$ cat src/rtl/pc_sequencer.sv
// pc_sequencer: fetch/decode/execute control FSM for the MAX/MIN/AVG ASIP.
// Optional build macro SINGLE_STEP_EN adds a step input and a STEPWAIT state.
`timescale 1ns/1ps
`default_nettype none

module pc_sequencer #(
  parameter int AW   = 8,
  parameter int CNTW = 16
) (
  input  logic            CLK,
  input  logic            RESET,
  input  logic            start,
`ifdef SINGLE_STEP_EN
  input  logic            step,
`endif
  output logic            mem_rd,
  input  logic            mem_valid,
  input  logic [7:0]      mem_data,
  output logic            pc_load,
  output logic            pc_inc,
  output logic [AW-1:0]   pc_target,
  input  logic            zero,
  output logic [2:0]      alu_op,
  output logic            alu_en,
  output logic [3:0]      reg_sel,
  output logic            avg_shift,
  output logic            busy,
  output logic            halted,
  output logic            illegal,
  output logic [CNTW-1:0] retired
);

  typedef enum logic [2:0] {
    S_IDLE     = 3'd0,
    S_FETCH    = 3'd1,
    S_DECODE   = 3'd2,
    S_EXEC     = 3'd3,
    S_EXEC2    = 3'd4,
    S_OPERAND  = 3'd5,
`ifdef SINGLE_STEP_EN
    S_STEPWAIT = 3'd7,
`endif
    S_HALTED   = 3'd6
  } state_t;

  // Every path that would start a new fetch goes through this state.
`ifdef SINGLE_STEP_EN
  localparam state_t S_NEXT = S_STEPWAIT;
`else
  localparam state_t S_NEXT = S_FETCH;
`endif

  state_t    state;
  logic [7:0] ir;
  logic [3:0] opc;
  logic       take;

  assign opc  = ir[7:4];
  assign take = (opc == 4'h7) || zero;

  always_ff @(posedge CLK or negedge RESET) begin
    if (!RESET) begin
      state   <= S_IDLE;
      ir      <= 8'h00;
      illegal <= 1'b0;
      retired <= '0;
    end else begin
      case (state)
        S_IDLE: begin
          if (start) state <= S_NEXT;
        end
        S_FETCH: begin
          if (mem_valid) begin
            ir    <= mem_data;
            state <= S_DECODE;
          end
        end
        S_DECODE: begin
          case (opc)
            4'h0: begin
              state   <= S_NEXT;
              retired <= retired + CNTW'(1);
            end
            4'h1, 4'h2, 4'h3, 4'h4, 4'h5, 4'h6: state <= S_EXEC;
            4'h7, 4'h8: state <= S_OPERAND;
            4'hF: begin
              state   <= S_HALTED;
              retired <= retired + CNTW'(1);
            end
            default: begin
              illegal <= 1'b1;
              state   <= S_HALTED;
            end
          endcase
        end
        S_EXEC: begin
          if (opc == 4'h5) begin
            state <= S_EXEC2;
          end else begin
            state   <= S_NEXT;
            retired <= retired + CNTW'(1);
          end
        end
        S_EXEC2: begin
          state   <= S_NEXT;
          retired <= retired + CNTW'(1);
        end
        S_OPERAND: begin
          if (mem_valid) begin
            state   <= S_NEXT;
            retired <= retired + CNTW'(1);
          end
        end
        S_HALTED: state <= S_HALTED;
`ifdef SINGLE_STEP_EN
        S_STEPWAIT: begin
          if (step) state <= S_FETCH;
        end
`endif
        default: state <= S_IDLE;
      endcase
    end
  end

  // Strobes are qualified by mem_valid so they fire only in the handshake cycle.
  always_comb begin
    mem_rd    = (state == S_FETCH) || (state == S_OPERAND);
    pc_inc    = mem_valid && ((state == S_FETCH) || ((state == S_OPERAND) && !take));
    pc_load   = mem_valid && (state == S_OPERAND) && take;
    pc_target = pc_load ? AW'(mem_data) : '0;
    alu_en    = (state == S_EXEC) || (state == S_EXEC2);
    alu_op    = alu_en ? ir[6:4] : 3'd0;
    avg_shift = (state == S_EXEC2);
    reg_sel   = ir[3:0];
    busy      = (state != S_IDLE) && (state != S_HALTED);
    halted    = (state == S_HALTED);
  end

endmodule

`default_nettype wire
$ cat config.mk
export PLATFORM = sky130hd
export DESIGN_NAME = pc_sequencer
export DESIGN_NICKNAME = d
export VERILOG_FILES = /design/src/rtl/pc_sequencer.sv
export SDC_FILE = /design/constraint.sdc
export NUM_CORES = 1
export LEC_CHECK = 0
export BUFFER_PORTS_ARGS = -buffer_cell sky130_fd_sc_hd__buf_4
export CAP_MARGIN = 10
export CELL_PAD_IN_SITES_DETAIL_PLACEMENT = 1
export CELL_PAD_IN_SITES_GLOBAL_PLACEMENT = 1
export CORE_UTILIZATION = 37
export CTS_CLUSTER_SIZE = 25
export DETAILED_ROUTE_END_ITERATION = 10
export PLACE_DENSITY = 0.8
export SYNTH_ARGS = -nofsm -noshare
export SYNTH_HDL_FRONTEND = slang
export SYNTH_SLANG_ARGS = --single-unit
$ cat constraint.sdc
create_clock -name CLK -period 2.7 [get_ports CLK]
set_clock_uncertainty 0.2 [all_clocks]
set_input_delay 0.54 -clock CLK [delete_from_list [all_inputs] [get_ports CLK]]
set_output_delay 0.54 -clock CLK [all_outputs]
set_load 0.005 [all_outputs]
==> out/metrics.yaml, run 1 <==
clock_network:
  cts_max_path_buffers: 2
  cts-htree-levels: 1
  cts_buffers: 3
  cts_tree: "built"
  clock-sinks: 28
  cts_root_buffer: "clkbuf_8"
  clkLatencyLatePin_ns: 0.27
  clkTransAtPathRegs_ns: 0.09
yosys:
  synthCells: 147
  ys_seq_area_share_pct: 45.8
  synth_top_area_share_pct: 45.8
  syn_nets: 161
  yosys_warnings: 0
  synth-async-reset-ratio_pct: 100
  synth-seq-cells: 28
  syn_avg_cell_area_sq_um: 10.4
  synth_area_leader_cell: "dfrtp_1"
  synth_area_sq_mm: 0.00153
  synthFlopType: "dfrtp_1"
  synth_cell_types: 41
  synth-edff-count: 0
  synth_area_leaders: "dfrtp_1 46%, xnor2_1 8.0%, mux2_2 6.6%"
worst_setup_path:
  rr_startpoint: "state[0]"
  cp_data_required_time_ns: 1.96
  regToRegSetupSlack_ns: 0.61
  path_buf_inv: 3
  timing.rr.end: "ir[1]"
  path_cells: "inv_1, nor2_1, nand2_1, nor2_2, buf_4, and2_1, buf_4"
  crit_fanout: 11
  cp.depth: 7
  arrival_ns: 1.78
  crit_top_cell: "buf_4"
  timing.reg2reg.worst_path_depth: 5
  cp_top_family: "simple AND/OR/NAND/NOR gates"
  slowest_delay_ns: 0.46
  startpoint_type: "flip-flop"
  cp-end-kind: "primary output"
  crit_slowest_cell: "dfrtp_1"
  critPathKind: "flip-flop to primary output"
sta:
  min_period_ns: 2.52
  max_freq_mhz: 397
  rsz0062_at_grt: "no"
  setup_violations: 0
  hold_viol: 0
  fin_hold_ws_ns: 0.282
  period_share_pct: 93.3
  finalSetupTns_ns: 0
  slew_violations: 0
  worst_pin_slew_ns: 0.526
  relSlewSlack_pct: 64.0
cells_and_area:
  nets: 209
  diodes: 0
  multiInputGateArea_sq_um: 744
  layout_commonest_cell: "buf_4"
  nFillCells: 456
  layout_common_cells: "52 x buf_4, 27 x dfrtp_1, 14 x xnor2_1"
  seqCellArea_sq_um: 702
  area_delta_synth_final_pct: 30.3
  drive_gt1_share_pct: 37.6
hold_path:
  hold_path.class: "flip-flop to flip-flop"
  hold_end: "retired[15]"
  holdPathStages: 1
  min_from: "retired[15]"
pwr:
  switching_power_mw: 0.695
  pwr-share-clk_pct: 17.4
  peakVddDrop_v: 0.000445
  power_frac_comb_pct: 43.1
  netSwitchingFraction_pct: 37.1
  p_seq_share_pct: 39.5
  power_leakage_nw: 0.915
  power.density_mw_per_mm2: 941
  power.internal_mw: 1.18
global_routing:
  antenna_found_initial: 0
  grt_pass1_vias: 1319
  grt_max_degree: 29
  grtUsageTotal_pct: 19.2
  grt_overflow: 0
  grt_pass1_wl_microns: 6350
placement:
  portBuffers: 51
  gp_congestion: 0.881
  dp_hpwl_microns: 2910
routing:
  via_per_inst: 5.18
  drc: 0
  ant_nets: 0
  dr_total_vias: 1263
  drt-initial-drc-count: 83
  wirelength_microns: 3750
  drtPass1Iterations: 4
  wl_per_cell_microns: 15.4
status:
  status: "finished clean"
die:
  initial_core_util_pct: 38.5
  rows: 23
  pin_count: 52
  design.die.area_sq_mm: 0.00439
  die_h_microns: 66.3
  die_w_microns: 66.3
  coreArea_sq_mm: 0.00397
flow_run:
  cap_viol_max_count: 0
==> synthesized netlist by cell type (2+ instances only) <==
cell and count:
mux2_2 9, xnor2_1 14, buf_4 4, buf_2 3, inv_1 3, nor2b_1 3, and2_1 12, nand3_1 9
nor2_1 10, nand2b_1 2, nand4_1 6, and3_1 4, nor3_1 2, nand2_1 10, o21ai_0 3, dfrtp_1 28
==> registers in the layout (all words and copies together) (netlist names) <==
name	cells
ir	8
state	3
retired	16
illegal	1
==> power by group through the flow <==
stage | Combinational, mW | Clock [mW] | Sequential (mW)
floorplan | 0.626 | 0 | 0.658
global placement | 0.775 | 0 | 0.728
detailed placement | 0.813 | 0 | 0.744
CTS | 0.818 | 0.338 | 0.737
global route | 0.891 | 0.353 | 0.773
finish | 0.808 | 0.327 | 0.741
==> metal layers <==
| layer | vias to the layer above | wire length [microns] | GRT usage (%) |
|---|---|---|---|
| li1 | 602 | - | - |
| met1 | 622 | 1590 | 22.9 |
| met2 | 33 | 1970 | 34.6 |
| met3 | 6 | 152 | 3.10 |
| met4 | 0 | 42 | 6.91 |
| met5 | - | 0 | 0 |
==> cell families after synthesis <==
family	count (synthesis)	share of synthesized area, %
and+or+nand+nor	66	23.7
DFF	28	45.8
AOI/OAI and AO/OA	15	8.76
xor gates and xnor gates	15	8.59
buffers and inverters	13	5.65
muxes	9	6.63
adders and majority gates	1	0.818
==> worst register-to-register path, delay by kind of cell (launching register included) <==
kind                   cells  cell delay (ns)
AND/OR/NAND/NOR            3             0.73
flip-flops                 1             0.46
multiplexers               1             0.40
buffers and inverters      1             0.20
==> final cells by class <==
type	instances	area share [%]
multi-input cells	106	37.4
flip-flops and latches	28	35.2
repair buffers	53	20.1
well taps	50	3.14
clock buffers	3	2.07
clock inverters	1	1.51
inverters	3	0.565
==> per-stage QoR <==
step                instance area [sq um]  instances  total power [mW]  setup slack (ns)  util, %
detailed placement                   1900        238              1.56             0.226     47.8
finish                               1990        244              1.87             0.182     50.2
floorplan                            1530        147              1.28             0.643        -
CTS                                  1980        243              1.89            0.0173     49.9
global placement                     1900        238              1.50             0.361     47.8
global route                         1990        244              2.02            0.0229     50.2
==> worst max path at each step <==
stage | slack (ns) | end | startpoint
3_5_place_dp | 0.23 | pc_target[2] | ir[5]
2_1_floorplan | 0.64 | pc_target[0] | state[0]
3_3_place_gp | 0.36 | pc_target[7] | ir[5]
5_1_grt | 0.02 | pc_target[6] | ir[6]
4_1_cts | 0.02 | pc_target[2] | ir[5]
6_report | 0.18 | pc_target[2] | state[0]
==> repair_timing <==
action,CTS,global route
pin swaps,0,1
gates resized for setup,1,1
setup buffers,0,1
cloned,0,0
endpoints found under the setup margin,8,9
hold buffers,1,0
endpoints found under the hold margin,28,0
Note: power is estimated with default switching activity, not from simulation.
==> inputs of run 2 (changes only) <==
--- a/config.mk
+++ b/config.mk
@@ -9,10 +9,11 @@
 export CAP_MARGIN = 10
 export CELL_PAD_IN_SITES_DETAIL_PLACEMENT = 1
 export CELL_PAD_IN_SITES_GLOBAL_PLACEMENT = 1
-export CORE_UTILIZATION = 37
+export CORE_UTILIZATION = 39
+export CTS_BUF_LIST = sky130_fd_sc_hd__clkbuf_8
 export CTS_CLUSTER_SIZE = 25
 export DETAILED_ROUTE_END_ITERATION = 10
-export PLACE_DENSITY = 0.8
+export PLACE_DENSITY = 0.84
 export SYNTH_ARGS = -nofsm -noshare
 export SYNTH_HDL_FRONTEND = slang
 export SYNTH_SLANG_ARGS = --single-unit
==> out/metrics.yaml, run 2 (synthesized netlist as in run 1, its figures left out) <==
status:
  status: "finished clean"
routing:
  wl_per_cell_microns: 15.7
  drc: 0
  ant_nets: 0
  via_per_inst: 5.19
  wirelength_microns: 3820
  dr_total_vias: 1261
  drt-initial-drc-count: 48
  drtPass1Iterations: 4
pwr:
  power.density_mw_per_mm2: 917
  power_leakage_nw: 0.913
  peakVddDrop_v: 0.000288
hold_path:
  hold_path.class: "flip-flop to flip-flop"
  min_from: "retired[15]"
global_routing:
  grt_pass1_wl_microns: 6390
  grt_overflow: 0
  grtUsageTotal_pct: 20.0
  grt_pass1_vias: 1328
  antenna_found_initial: 0
  grt_max_degree: 29
clock_network:
  cts_tree: "built"
  cts_root_buffer: "clkbuf_8"
  clock-sinks: 28
  clkTransAtPathRegs_ns: 0.10
  cts_buffers: 3
  clkLatencyLatePin_ns: 0.28
  cts-htree-levels: 1
  cts_max_path_buffers: 2
worst_setup_path:
  startpoint_type: "flip-flop"
  arrival_ns: 1.76
  timing.rr.end: "retired[1]"
  crit_fanout: 9
  cp_data_required_time_ns: 1.96
  cp-end-kind: "primary output"
  timing.reg2reg.worst_path_depth: 4
  regToRegSetupSlack_ns: 0.60
  rr_startpoint: "ir[5]"
  critPathKind: "flip-flop to primary output"
  crit_path_end: "pc_target[7]"
  critPathLaunch: "ir[5]"
sta:
  min_period_ns: 2.50
  setup_violations: 0
  max_freq_mhz: 400
  period_share_pct: 92.7
  slew_violations: 0
  rsz0062_at_grt: "no"
  worst_slack_ns: 0.198
  hold_viol: 0
  relSlewSlack_pct: 68.0
  finalSetupTns_ns: 0
  worst_pin_slew_ns: 0.468
placement:
  place_area_sq_mm: 0.00190
  portBuffers: 51
  gp_congestion: 0.926
  dp_hpwl_microns: 2970
  place_ws_ns: 0.276
flow_run:
  cap_viol_max_count: 0
cells_and_area:
  nets: 210
  area_delta_synth_final_pct: 29.9
  layout_common_cells: "53 x buf_4, 27 x dfrtp_1, 14 x xnor2_1"
  top_regs: "retired: 16 flops, ir: 8 flops, state: 3 flops"
  fin_area_sq_mm: 0.00199
  layout_commonest_cell: "buf_4"
  largest_reg_flops: 16
  drive_gt1_share_pct: 37.9
  diodes: 0
  top_register: "retired"
die:
  pin_count: 52
  die_w_microns: 64.6
  coreArea_sq_mm: 0.00372
  die_h_microns: 64.6
  initial_core_util_pct: 41.1
  rows: 22
  design.die.area_sq_mm: 0.00418
==> run 2: cell types whose count changed in the layout (fill, tap and decap cells not counted) <==
cell	change
clkbuf_8	+1
buf_4	+1
nor2_4	+1
nor2_2	-1
bufinv_16	-1
==> run 2: layer usage <==
layer  share of wire, %  vias to the layer above  GRT usage (%)
met2                 53                       34           37.0
met5                  0                        -              0
met4               0.73                        0           4.17
met1                 43                      620           24.4
li1                   -                      604              -
met3                3.5                        3           2.82
==> run 2: stage by stage <==
stage | cells | utilization, % | total power, mW | hold WS [ns]
2_1_floorplan | 147 | - | 1.28 | 0.0444
4_1_cts | 242 | 53.1 | 1.83 | 0.283
5_1_grt | 243 | 53.4 | 1.95 | 0.287
3_5_place_dp | 237 | 51.2 | 1.56 | 0.265
6_report | 243 | 53.4 | 1.82 | 0.283
3_3_place_gp | 237 | 51.2 | 1.51 | 0.267
==> run 2: timing repair <==
item / CTS / global route
pin swaps: 0 / 1
hold buffers: 1 / 0
gates cloned: 0 / 0
gates resized for setup: 1 / 2
buffers inserted: 0 / 1
hold endpoints to repair: 28 / 0
setup endpoints to repair: 8 / 8
==> run 2: worst min path at each step <==
stage / to / slack (ns) / depth (start not counted)
floorplan: illegal / 0.04 / 0
global placement: retired[15] / 0.27 / 1
detailed placement: retired[15] / 0.27 / 1
CTS: state[2] / 0.28 / 2
global route: state[2] / 0.29 / 2
finish: retired[15] / 0.28 / 1
==> run 2: power by group <==
group          switching (mW)  internal, mW
sequential              0.185         0.551
clock                   0.130         0.131
combinational           0.385         0.439
==> run 2: cell type report <==
cell class / count / area (sq um)
Clock buffer: 4 / 55.1
Fill cell: 433 / 1730
Tap cell: 48 / 60.1
Sequential cell: 28 / 702
Inverter: 3 / 11.3
Timing Repair Buffer: 54 / 408
Multi-Input combinational cell: 106 / 749
==> run 2: critical path, cell delays in order, from the launching register on <==
cell and delay, ns:
dfrtp_2 0.49, nand3_1 0.13, nor2_1 0.08, o21ai_0 0.37, nor2_4 0.09, and2_1 0.18
buf_4 0.14
